## src/rtl/pipe_mdu_ctrl_pkg.sv

```systemverilog
// Shared encodings for the multiply/divide sequencer.
package pipe_mdu_ctrl_pkg;

    typedef enum logic [1:0] {
        MDU_MULTU = 2'b00,
        MDU_DIVU  = 2'b01,
        MDU_MTHI  = 2'b10,
        MDU_MTLO  = 2'b11
    } mdu_op_e;

    typedef enum logic [1:0] {
        MDU_IDLE = 2'b00,
        MDU_RUN  = 2'b01,
        MDU_DONE = 2'b10
    } mdu_state_e;

    // MULTU/DIVU go through the iterative loop; MTHI/MTLO are single-cycle writes.
    function automatic logic is_long_op(input mdu_op_e op);
        return (op == MDU_MULTU) || (op == MDU_DIVU);
    endfunction

endpackage

```

## src/rtl/pipe_mdu_ctrl_if.sv

```systemverilog
// EXE-stage <-> MDU handshake and HI/LO read-back bundle.
interface pipe_mdu_ctrl_if #(
    parameter int WIDTH = 32
);
    logic             estart;
    logic [1:0]       eop;
    logic [WIDTH-1:0] ea;
    logic [WIDTH-1:0] eb;
    logic             ecancel;
    logic             mstall;
    logic             mbusy;
    logic [WIDTH-1:0] hi;
    logic [WIDTH-1:0] lo;

    // EXE stage side
    modport master (
        output estart, eop, ea, eb, ecancel,
        input  mstall, mbusy, hi, lo
    );

    // MDU side
    modport slave (
        input  estart, eop, ea, eb, ecancel,
        output mstall, mbusy, hi, lo
    );
endinterface

```

## src/rtl/pipe_mdu_ctrl_step.sv

```systemverilog
// One iteration of shift-add multiply or restoring divide.
// Accumulator layout is {upper[WIDTH:0], lower[WIDTH-1:0]}:
//   MULTU: upper = partial product, lower = remaining multiplier bits / product low half
//   DIVU : upper = remainder,       lower = dividend bits shifting out / quotient shifting in
// The quotient bit is returned separately; bit 0 of acc_next is left 0 on a divide
// step and the caller merges q_bit into it.
module mdu_step
    import pipe_mdu_ctrl_pkg::*;
#(
    parameter int WIDTH = 32
) (
    input  logic [2*WIDTH:0]  acc,
    input  logic [WIDTH-1:0]  operand,
    input  mdu_op_e           op,
    output logic [2*WIDTH:0]  acc_next,
    output logic              q_bit
);

    logic [WIDTH:0]   mul_sum;
    logic [WIDTH:0]   div_shift;
    logic [WIDTH+1:0] div_diff;

    // Both datapaths are cheap; select on op at the end.
    always_comb begin
        mul_sum   = acc[2*WIDTH:WIDTH] + (acc[0] ? {1'b0, operand} : '0);
        div_shift = acc[2*WIDTH-1:WIDTH-1];
        // One extra bit so the sign of the trial subtraction is always visible.
        div_diff  = {1'b0, div_shift} - {2'b00, operand};
        acc_next  = '0;
        q_bit     = 1'b0;
        if (op == MDU_MULTU) begin
            acc_next = {1'b0, mul_sum, acc[WIDTH-1:1]};
        end else begin
            q_bit = ~div_diff[WIDTH+1];
            if (q_bit) begin
                acc_next = {div_diff[WIDTH:0], acc[WIDTH-2:0], 1'b0};
            end else begin
                acc_next = {div_shift, acc[WIDTH-2:0], 1'b0};
            end
        end
    end

endmodule

```

## src/rtl/pipe_mdu_ctrl.sv

```systemverilog
// Iterative MULTU/DIVU sequencer with pipeline stall and architectural HI/LO.
//
// state    | meaning
// ---------+------------------------------------------------------------
// MDU_IDLE | waiting; MTHI/MTLO write here, MULTU/DIVU latch operands
// MDU_RUN  | one multiply/divide step per cycle, WIDTH steps in total
// MDU_DONE | results committed; instruction leaves EXE this cycle
module pipe_mdu_ctrl
    import pipe_mdu_ctrl_pkg::*;
#(
    parameter int WIDTH = 32    // must match the interface instance
) (
    input  logic          clock,
    input  logic          reset,
    pipe_mdu_ctrl_if.slave mdu
);

    localparam int CNT_W = (WIDTH > 1) ? $clog2(WIDTH) : 1;
    localparam logic [CNT_W-1:0] LAST_STEP = CNT_W'(WIDTH - 1);

    mdu_state_e        state_q, state_d;
    logic [CNT_W-1:0]  cnt_q, cnt_d;
    logic [2*WIDTH:0]  acc_q, acc_d;
    logic [WIDTH-1:0]  opnd_q, opnd_d;
    mdu_op_e           op_q, op_d;
    logic [WIDTH-1:0]  hi_q, hi_d;
    logic [WIDTH-1:0]  lo_q, lo_d;
    logic              busy_q, busy_d;
    logic              mstall_c;

    mdu_op_e           op_in;
    logic [2*WIDTH:0]  step_acc;
    logic [2*WIDTH:0]  run_acc;
    logic              step_q_bit;

    assign op_in = mdu_op_e'(mdu.eop);

    mdu_step #(.WIDTH(WIDTH)) u_step (
        .acc      (acc_q),
        .operand  (opnd_q),
        .op       (op_q),
        .acc_next (step_acc),
        .q_bit    (step_q_bit)
    );

    assign run_acc = {step_acc[2*WIDTH:1], step_acc[0] | step_q_bit};

    // Next-state, datapath update and combinational stall.
    always_comb begin
        state_d  = state_q;
        cnt_d    = cnt_q;
        acc_d    = acc_q;
        opnd_d   = opnd_q;
        op_d     = op_q;
        hi_d     = hi_q;
        lo_d     = lo_q;
        mstall_c = 1'b0;
        case (state_q)
            MDU_IDLE: begin
                if (mdu.estart && !mdu.ecancel) begin
                    if (is_long_op(op_in)) begin
                        mstall_c = 1'b1;
                        state_d  = MDU_RUN;
                        cnt_d    = '0;
                        op_d     = op_in;
                        // Multiplicand / divisor stays put; multiplier / dividend shifts.
                        if (op_in == MDU_MULTU) begin
                            opnd_d = mdu.ea;
                            acc_d  = {{(WIDTH+1){1'b0}}, mdu.eb};
                        end else begin
                            opnd_d = mdu.eb;
                            acc_d  = {{(WIDTH+1){1'b0}}, mdu.ea};
                        end
                    end else if (op_in == MDU_MTHI) begin
                        hi_d = mdu.ea;
                    end else begin
                        lo_d = mdu.ea;
                    end
                end
            end
            MDU_RUN: begin
                if (mdu.ecancel) begin
                    state_d = MDU_IDLE;
                end else begin
                    mstall_c = 1'b1;
                    acc_d    = run_acc;
                    cnt_d    = cnt_q + CNT_W'(1);
                    if (cnt_q == LAST_STEP) begin
                        // Same slicing serves both: {hi,lo}=product, hi=rem, lo=quot.
                        hi_d    = run_acc[2*WIDTH-1:WIDTH];
                        lo_d    = run_acc[WIDTH-1:0];
                        state_d = MDU_DONE;
                    end
                end
            end
            MDU_DONE: begin
                state_d = MDU_IDLE;
            end
            default: begin
                state_d = MDU_IDLE;
            end
        endcase
        busy_d = (state_d == MDU_RUN);
    end

    // State, datapath and HI/LO registers with synchronous reset.
    always_ff @(posedge clock) begin
        if (reset) begin
            state_q <= MDU_IDLE;
            cnt_q   <= '0;
            acc_q   <= '0;
            opnd_q  <= '0;
            op_q    <= MDU_MULTU;
            hi_q    <= '0;
            lo_q    <= '0;
            busy_q  <= 1'b0;
        end else begin
            state_q <= state_d;
            cnt_q   <= cnt_d;
            acc_q   <= acc_d;
            opnd_q  <= opnd_d;
            op_q    <= op_d;
            hi_q    <= hi_d;
            lo_q    <= lo_d;
            busy_q  <= busy_d;
        end
    end

    assign mdu.mstall = mstall_c;
    assign mdu.mbusy  = busy_q;
    assign mdu.hi     = hi_q;
    assign mdu.lo     = lo_q;

endmodule

```

## src/flat_wrapper.sv

```systemverilog
// flat-port wrapper written by rule: the top's interface ports become plain ports
module pipe_mdu_ctrl_flat import pipe_mdu_ctrl_pkg::*;
#(
    parameter int WIDTH = 32                                        
)
  (clock, reset, mdu_estart, mdu_eop, mdu_ea, mdu_eb, mdu_ecancel, mdu_mstall, mdu_mbusy, mdu_hi, mdu_lo);
  pipe_mdu_ctrl_if #(.WIDTH(WIDTH)) mdu_i ();
  input  logic clock;
  input  logic reset;
  input wire logic [$bits(mdu_i.estart)-1:0] mdu_estart;
  input wire logic [$bits(mdu_i.eop)-1:0] mdu_eop;
  input wire logic [$bits(mdu_i.ea)-1:0] mdu_ea;
  input wire logic [$bits(mdu_i.eb)-1:0] mdu_eb;
  input wire logic [$bits(mdu_i.ecancel)-1:0] mdu_ecancel;
  output wire logic [$bits(mdu_i.mstall)-1:0] mdu_mstall;
  output wire logic [$bits(mdu_i.mbusy)-1:0] mdu_mbusy;
  output wire logic [$bits(mdu_i.hi)-1:0] mdu_hi;
  output wire logic [$bits(mdu_i.lo)-1:0] mdu_lo;
  assign mdu_i.estart = mdu_estart;
  assign mdu_i.eop = mdu_eop;
  assign mdu_i.ea = mdu_ea;
  assign mdu_i.eb = mdu_eb;
  assign mdu_i.ecancel = mdu_ecancel;
  assign mdu_mstall = mdu_i.mstall;
  assign mdu_mbusy = mdu_i.mbusy;
  assign mdu_hi = mdu_i.hi;
  assign mdu_lo = mdu_i.lo;
  pipe_mdu_ctrl #(.WIDTH(WIDTH)) u_core (.clock(clock), .reset(reset), .mdu(mdu_i));
endmodule
```

## config.mk

```make
export PLATFORM = sky130hd
export DESIGN_NAME = pipe_mdu_ctrl_flat
export DESIGN_NICKNAME = d
export VERILOG_FILES = /design/src/rtl/pipe_mdu_ctrl_pkg.sv /design/src/rtl/pipe_mdu_ctrl_if.sv /design/src/rtl/pipe_mdu_ctrl_step.sv /design/src/rtl/pipe_mdu_ctrl.sv /design/src/flat_wrapper.sv
export SDC_FILE = /design/constraint.sdc
export NUM_CORES = 1
export LEC_CHECK = 0
export CORE_UTILIZATION = 35
export CTS_BUF_LIST = sky130_fd_sc_hd__clkbuf_8
export DETAILED_ROUTE_END_ITERATION = 16
export SYNTH_ARGS = -nofsm -noshare
export SYNTH_HDL_FRONTEND = slang
export SYNTH_HIERARCHICAL = 1
export SYNTH_SLANG_ARGS = --single-unit
```

## constraint.sdc

```tcl
create_clock -name clock -period 8.6 [get_ports clock]
set_input_delay 1.72 -clock clock [delete_from_list [all_inputs] [get_ports clock]]
set_output_delay 1.72 -clock clock [all_outputs]
set_load 0.01 [all_outputs]
```

# After elaboration in Yosys (flattened, before gate mapping)
# Cells that the tools add are included.
[word_totals]
output_inout_bits = 66
input_bits = 70
ff_bits = 171
[op_classes]
mux = 35
reduce_logical = 11
bitwise_logic = 2
n_addsub = 3
eq_ne = 12
[op_table]
columns = ["op", "n"]
rows = [
  ["32-bit 2-to-1 mux", 13],
  ["65-bit 2-to-1 mux", 5],
  ["65-bit one-hot mux with 2 select lines", 1],
  ["32-bit one-hot mux with 2 select lines", 2],
  ["33-bit by 32-bit subtractor with 34-bit output", 1],
  ["33-bit adder", 1],
  ["5-bit 2-to-1 mux", 3],
  ["6-bit AND reduction", 2],
  ["5-bit one-hot mux with 2 select lines", 1],
  ["2-bit 2-to-1 mux", 4],
  ["2-bit by 1-bit inequality test with 1-bit output, second input constant", 4],
  ["2-bit by 1-bit == test with 1-bit output, second input constant", 3],
  ["2-bit logical NOT", 3],
  ["2-bit inequality test, second input constant", 3],
  ["5-bit by 1-bit adder with 5-bit output, second input constant", 1],
  ["5-bit == test, second input constant", 1],
  ["1-bit 2-to-1 mux", 4],
  ["2-bit one-hot mux with 2 select lines", 1],
  ["4-bit AND reduction", 1],
  ["3-bit AND reduction", 1],
  ["2-bit == test, second input constant", 1],
  ["1-bit one-hot mux with 2 select lines", 1],
  ["2-bit nonzero test", 1],
  ["1-bit logical AND", 1],
  ["4 further kinds", 4],
]

# Depth between registers and ports, before layout
[depth]
ltp_word = 7
mapped_depth = 15
depth_no_buf = 14

# Modules after synthesis
# Netlist, hierarchy kept.
[by_module_without_submodules]
columns = ["module", "n_inst", "cells_each", "area_per_inst_um2"]
rows = [
  ["pipe_mdu_ctrl", 1, 936, 7653.6],
  ["mdu_step", 1, 754, 4744.6],
]

# Worst setup path before layout
# OpenSTA, ideal clock, no wires.
[synth_path]
path_kind = "input-to-output"
startpoint = "input port mdu_estart"
endpoint = "output port mdu_mstall"
cell_stages = 4
required_ps = 6880
slack_ps = 4455
arrival_time_ps = 2425
path_cell_list = "nor2b_1 > o21ai_1 > inv_2 > buf_2"
[synth_via]
elab_chain_len = 3
[synth_rtl]
columns = ["element", "line_no", "source"]
rows = [
  ["from (decl)", "flat_wrapper.sv:10", "input wire logic [$bits(mdu_i.estart)-1:0] mdu_estart;"],
  ["1-bit logical AND", "pipe_mdu_ctrl.sv:60", "if (mdu.estart && !mdu.ecancel) begin"],
  ["1-bit 2-to-1 mux", "pipe_mdu_ctrl.sv:60", ""],
  ["1-bit one-hot mux with 2 select lines", "pipe_mdu_ctrl.sv:58", "case (state_q)"],
  ["to (decl)", "flat_wrapper.sv:15", "output wire logic [$bits(mdu_i.mstall)-1:0] mdu_mstall;"],
]
# Every way passes these cells.

# Worst setup path after layout
# Ends and elaborated chain as after synthesis.

==> impl_metrics.csv <==
group,metric,value,unit
clocking,tritoncts,"yes",
critical_path,critPathMaxFanout,37,
grt,grt_max_degree,104,
clocking,clk_path_buf_depth,2,
pwr,clock_power_share,30.1,%
grt,grt_pass1_vias,11600,
grt,grt_pass1_wl,64800,µm
grt,grt_use_total,22.5,%
detailed_routing,vias,12900,
pwr,vdd_ir_drop_max,0.103,mV
clocking,clk_latency,0.47,ns
floorplan,initial_core_util,35.7,%
flow_run,max_cap_violations,0,
grt,met3_usage,3.28,%
synth,synth.distinct_cells,75,
synth,synth_top_area_share,27.6,%
detailed_routing,drt-total-wl,41400,µm
cells_and_area,area.growth.synth_to_final,14.2,%
floorplan,die_w,190,µm
pwr,p_sw,555,µW
synth,synth-compound-area-share,31.7,%
place,dp_hpwl,29100,µm
synth,synthSimpleGateAreaFrac,21.7,%
synth,synth_top_area_cell,"dfxtp_1",
synth,syn-num-nets,1828,
timing,slew_viol_final,0,
floorplan,rows,68,
clocking,cts_resized,0,
detailed_routing,postRouteAntennaNets,0,
detailed_routing,routedWlPerCell,18.9,µm
cells_and_area,drive_above_1_share,5.70,%
synth,synth-adder-area-share,6.98,%
clocking,clock-root-buffer,"clkbuf_8",
pwr,power_density,124,nW/µm²
timing,final-hold-violation-count,0,
grt,grt_overflow,0,
floorplan,die-area,36200,µm²
clocking,hold_buffers,0,
timing,grt_setup_unrepaired,"false",
clocking,cts_max_level,4,
timing,setup_viol,0,
critical_path,reg2reg_from,"u_core/opnd_q[10]$_SDFFE_PP0P_",
detailed_routing,drc,0,
floorplan,die_h,190,µm
pwr,comb_power_share,21.8,%
pwr,p_leak,5.22,nW
critical_path,cp-end-kind,"primary output",
min_path,hp-start,"u_core/cnt_q[4]$_SDFFE_PP0P_",
clocking,post_cts_buffers,0,
synth,syn_area_per_cell,7.34,µm²
grt,grt.met2_usage,33.7,%
timing,period_share,63.7,%
clocking,cts_buffers,17,
pwr,swShare,31.5,%
cells_and_area,nets,1865,
place,placed_cell_area,13800,µm²
place,port-buffer-count,135,
synth,synth_area_leaders,"dfxtp_1 28%, nand2_1 11%, a311oi_1 8.9%",
run_status,status,"complete, no violations",
synth,yosys_warnings,6,
synth,synth_top_family_by_area,"compound AO/OA/AOI/OAI gates",
pwr,seq_power_share,48.1,%
critical_path,cp.arrival,3.76,ns
synth,synthArstFlopShare,0,%
detailed_routing,via_per_inst,5.86,
timing,finalCriticalPeriod,5.48,ns
synth,ys_ff_latch,171,
critical_path,critPathKind,"in -> out",
synth,synth_enable_flop_cells,0,
cells_and_area,diodes,0,
grt,antenna_found_initial,1,
timing,tightest_slew,1.30,ns
clocking,clk_pin_slew,0.08,ns
synth,muxShareOfSynthArea,1.51,%
timing,whs,0.472,ns
clocking,clkSinkCount,171,
critical_path,ff2ff_setup_slack,4.24,ns
detailed_routing,drt_first_pass_iters,5,
pwr,p_int,1.20,mW
grt,use_met1,32.7,%
detailed_routing,drt-initial-drc-count,918,
floorplan,ios,136,
timing,relSlewSlack,13.3,%
critical_path,start_kind,"input port",
timing,setup_tns,0,ns
synth,ys.flop_type,"dfxtp_1",
cells_and_area,fin_area,14200,µm²
min_path,hold_path.class,"reg -> reg",
timing,fmax,0.183,GHz
synth,seq_area_frac_synth,27.6,%
critical_path,worstPathRequired,6.88,ns
synth,syn_inst,1690,
timing,fin_skew,0.00896,ns
synth,synth_area,12400,µm²
synth,synth_xor_area_share,3.60,%
floorplan,core_area,34700,µm²
critical_path,startpoint,"mdu_estart",
place,place_congestion,0.905,
grt,grt_busiest_layer,"met2",
[per-stage QoR]
| step | utilization, % | cells | setup WS, ns | total power [mW] |
|---|---|---|---|---|
| 2_1_floorplan | - | 1690 | 4.46 | 1.10 |
| 3_3_place_gp | 39.8 | 2163 | 3.15 | 1.24 |
| 3_5_place_dp | 39.8 | 2163 | 3.13 | 1.24 |
| 4_1_cts | 40.8 | 2192 | 3.13 | 1.77 |
| 5_1_grt | 40.8 | 2192 | 3.06 | 1.85 |
| 6_report | 40.8 | 2192 | 3.12 | 1.76 |
[cells by family (layout without fill, tap and decap cells)]
family | after synthesis | in the layout
simple gates | 614 | 614
compound gates | 585 | 585
buf+inv | 183 | 230
mux | 18 | 18
flops | 171 | 171
xor+xnor | 51 | 51
fa+ha+maj | 68 | 68
[placed cells by master, fill, tap and decap left out, drive strengths merged, types with 10 or more instances in the layout]
cell type,instances
nand2,360
dfxtp,171
a21oi,168
o21ai,133
clkdlybuf4s50,132
a311oi,128
nor2,92
ha,66
nand3,53
inv,48
and2,38
xnor2,34
a31o,33
a21o,28
buf,23
clkbuf,19
a31oi,18
xor2,17
mux2i,15
nor3,15
a211oi,15
nor2b,11
o21a,10
[Yosys cell counts (3+ instances only)]
cell / instances
and3_1: 7
ha_1: 66
xor2_1: 17
nand3_1: 53
buf_1: 7
o21bai_1: 7
nand4_1: 4
o21a_1: 10
and4_1: 3
or3_1: 7
and2_1: 37
a21boi_0: 5
a311oi_1: 126
a21oi_1: 167
inv_1: 45
mux2i_1: 15
dfxtp_1: 171
nor3_1: 15
o21ai_1: 3
a31o_1: 11
o21ai_0: 130
buf_2: 39
nand2_1: 360
a211oi_1: 14
nand2b_1: 9
a2111oi_0: 4
a21o_1: 27
buf_4: 3
o211ai_1: 7
nor2b_1: 10
clkbuf_1: 75
nor2_1: 89
a31o_2: 22
nand3b_1: 6
a31oi_1: 18
a22oi_1: 6
buf_6: 12
xnor2_1: 34
[critical path, cell delays in order]
cell	delay, ns
clkdlybuf4s50_1	0.51
nor2b_1	0.35
o21ai_4	0.08
inv_2	0.05
buf_4	0.40
clkdlybuf4s50_1	0.63
[cell type report]
cell class              count  area (µm²)
repair buffers            155        1490
well taps                 455         569
clock buffers              19         262
fillers                  3671       20600
clock inverters            10        78.8
inverters                  46         173
multi-input cells        1336        8160
flip-flops and latches    171        3420
[power by group through the flow]
stage | Combinational (mW) | Clock [mW] | Sequential, mW
2_1_floorplan | 0.247 | 0 | 0.856
3_3_place_gp | 0.375 | 0 | 0.865
3_5_place_dp | 0.379 | 0 | 0.865
4_1_cts | 0.381 | 0.544 | 0.846
5_1_grt | 0.419 | 0.579 | 0.850
6_report | 0.384 | 0.529 | 0.847
[sequential cells by signal (all words and copies together) (netlist names)]
signal and cells:
u_core/state_q 2, u_core/op_q 2, u_core/mdu.mbusy 1, u_core/acc_q 65, u_core/cnt_q 5, u_core/mdu.lo 32, u_core/mdu.hi 32, u_core/opnd_q 32
[final timing paths]
check	end	cells past startpoint
worst max-delay path	mdu_mstall	6
worst min-delay path	u_core/cnt_q[4]$_SDFFE_PP0P_	2
worst max register to register	u_core/mdu.hi[19]$_SDFFE_PP0P_	13
worst min register to register	u_core/cnt_q[4]$_SDFFE_PP0P_	2
[metal layers]
metal	vias up	share of wire, %
met4	2	2.2
li1	6193	-
met5	-	0.031
met3	59	6.6
met1	6136	48
met2	462	43
Power figures use the tool's default switching activity.
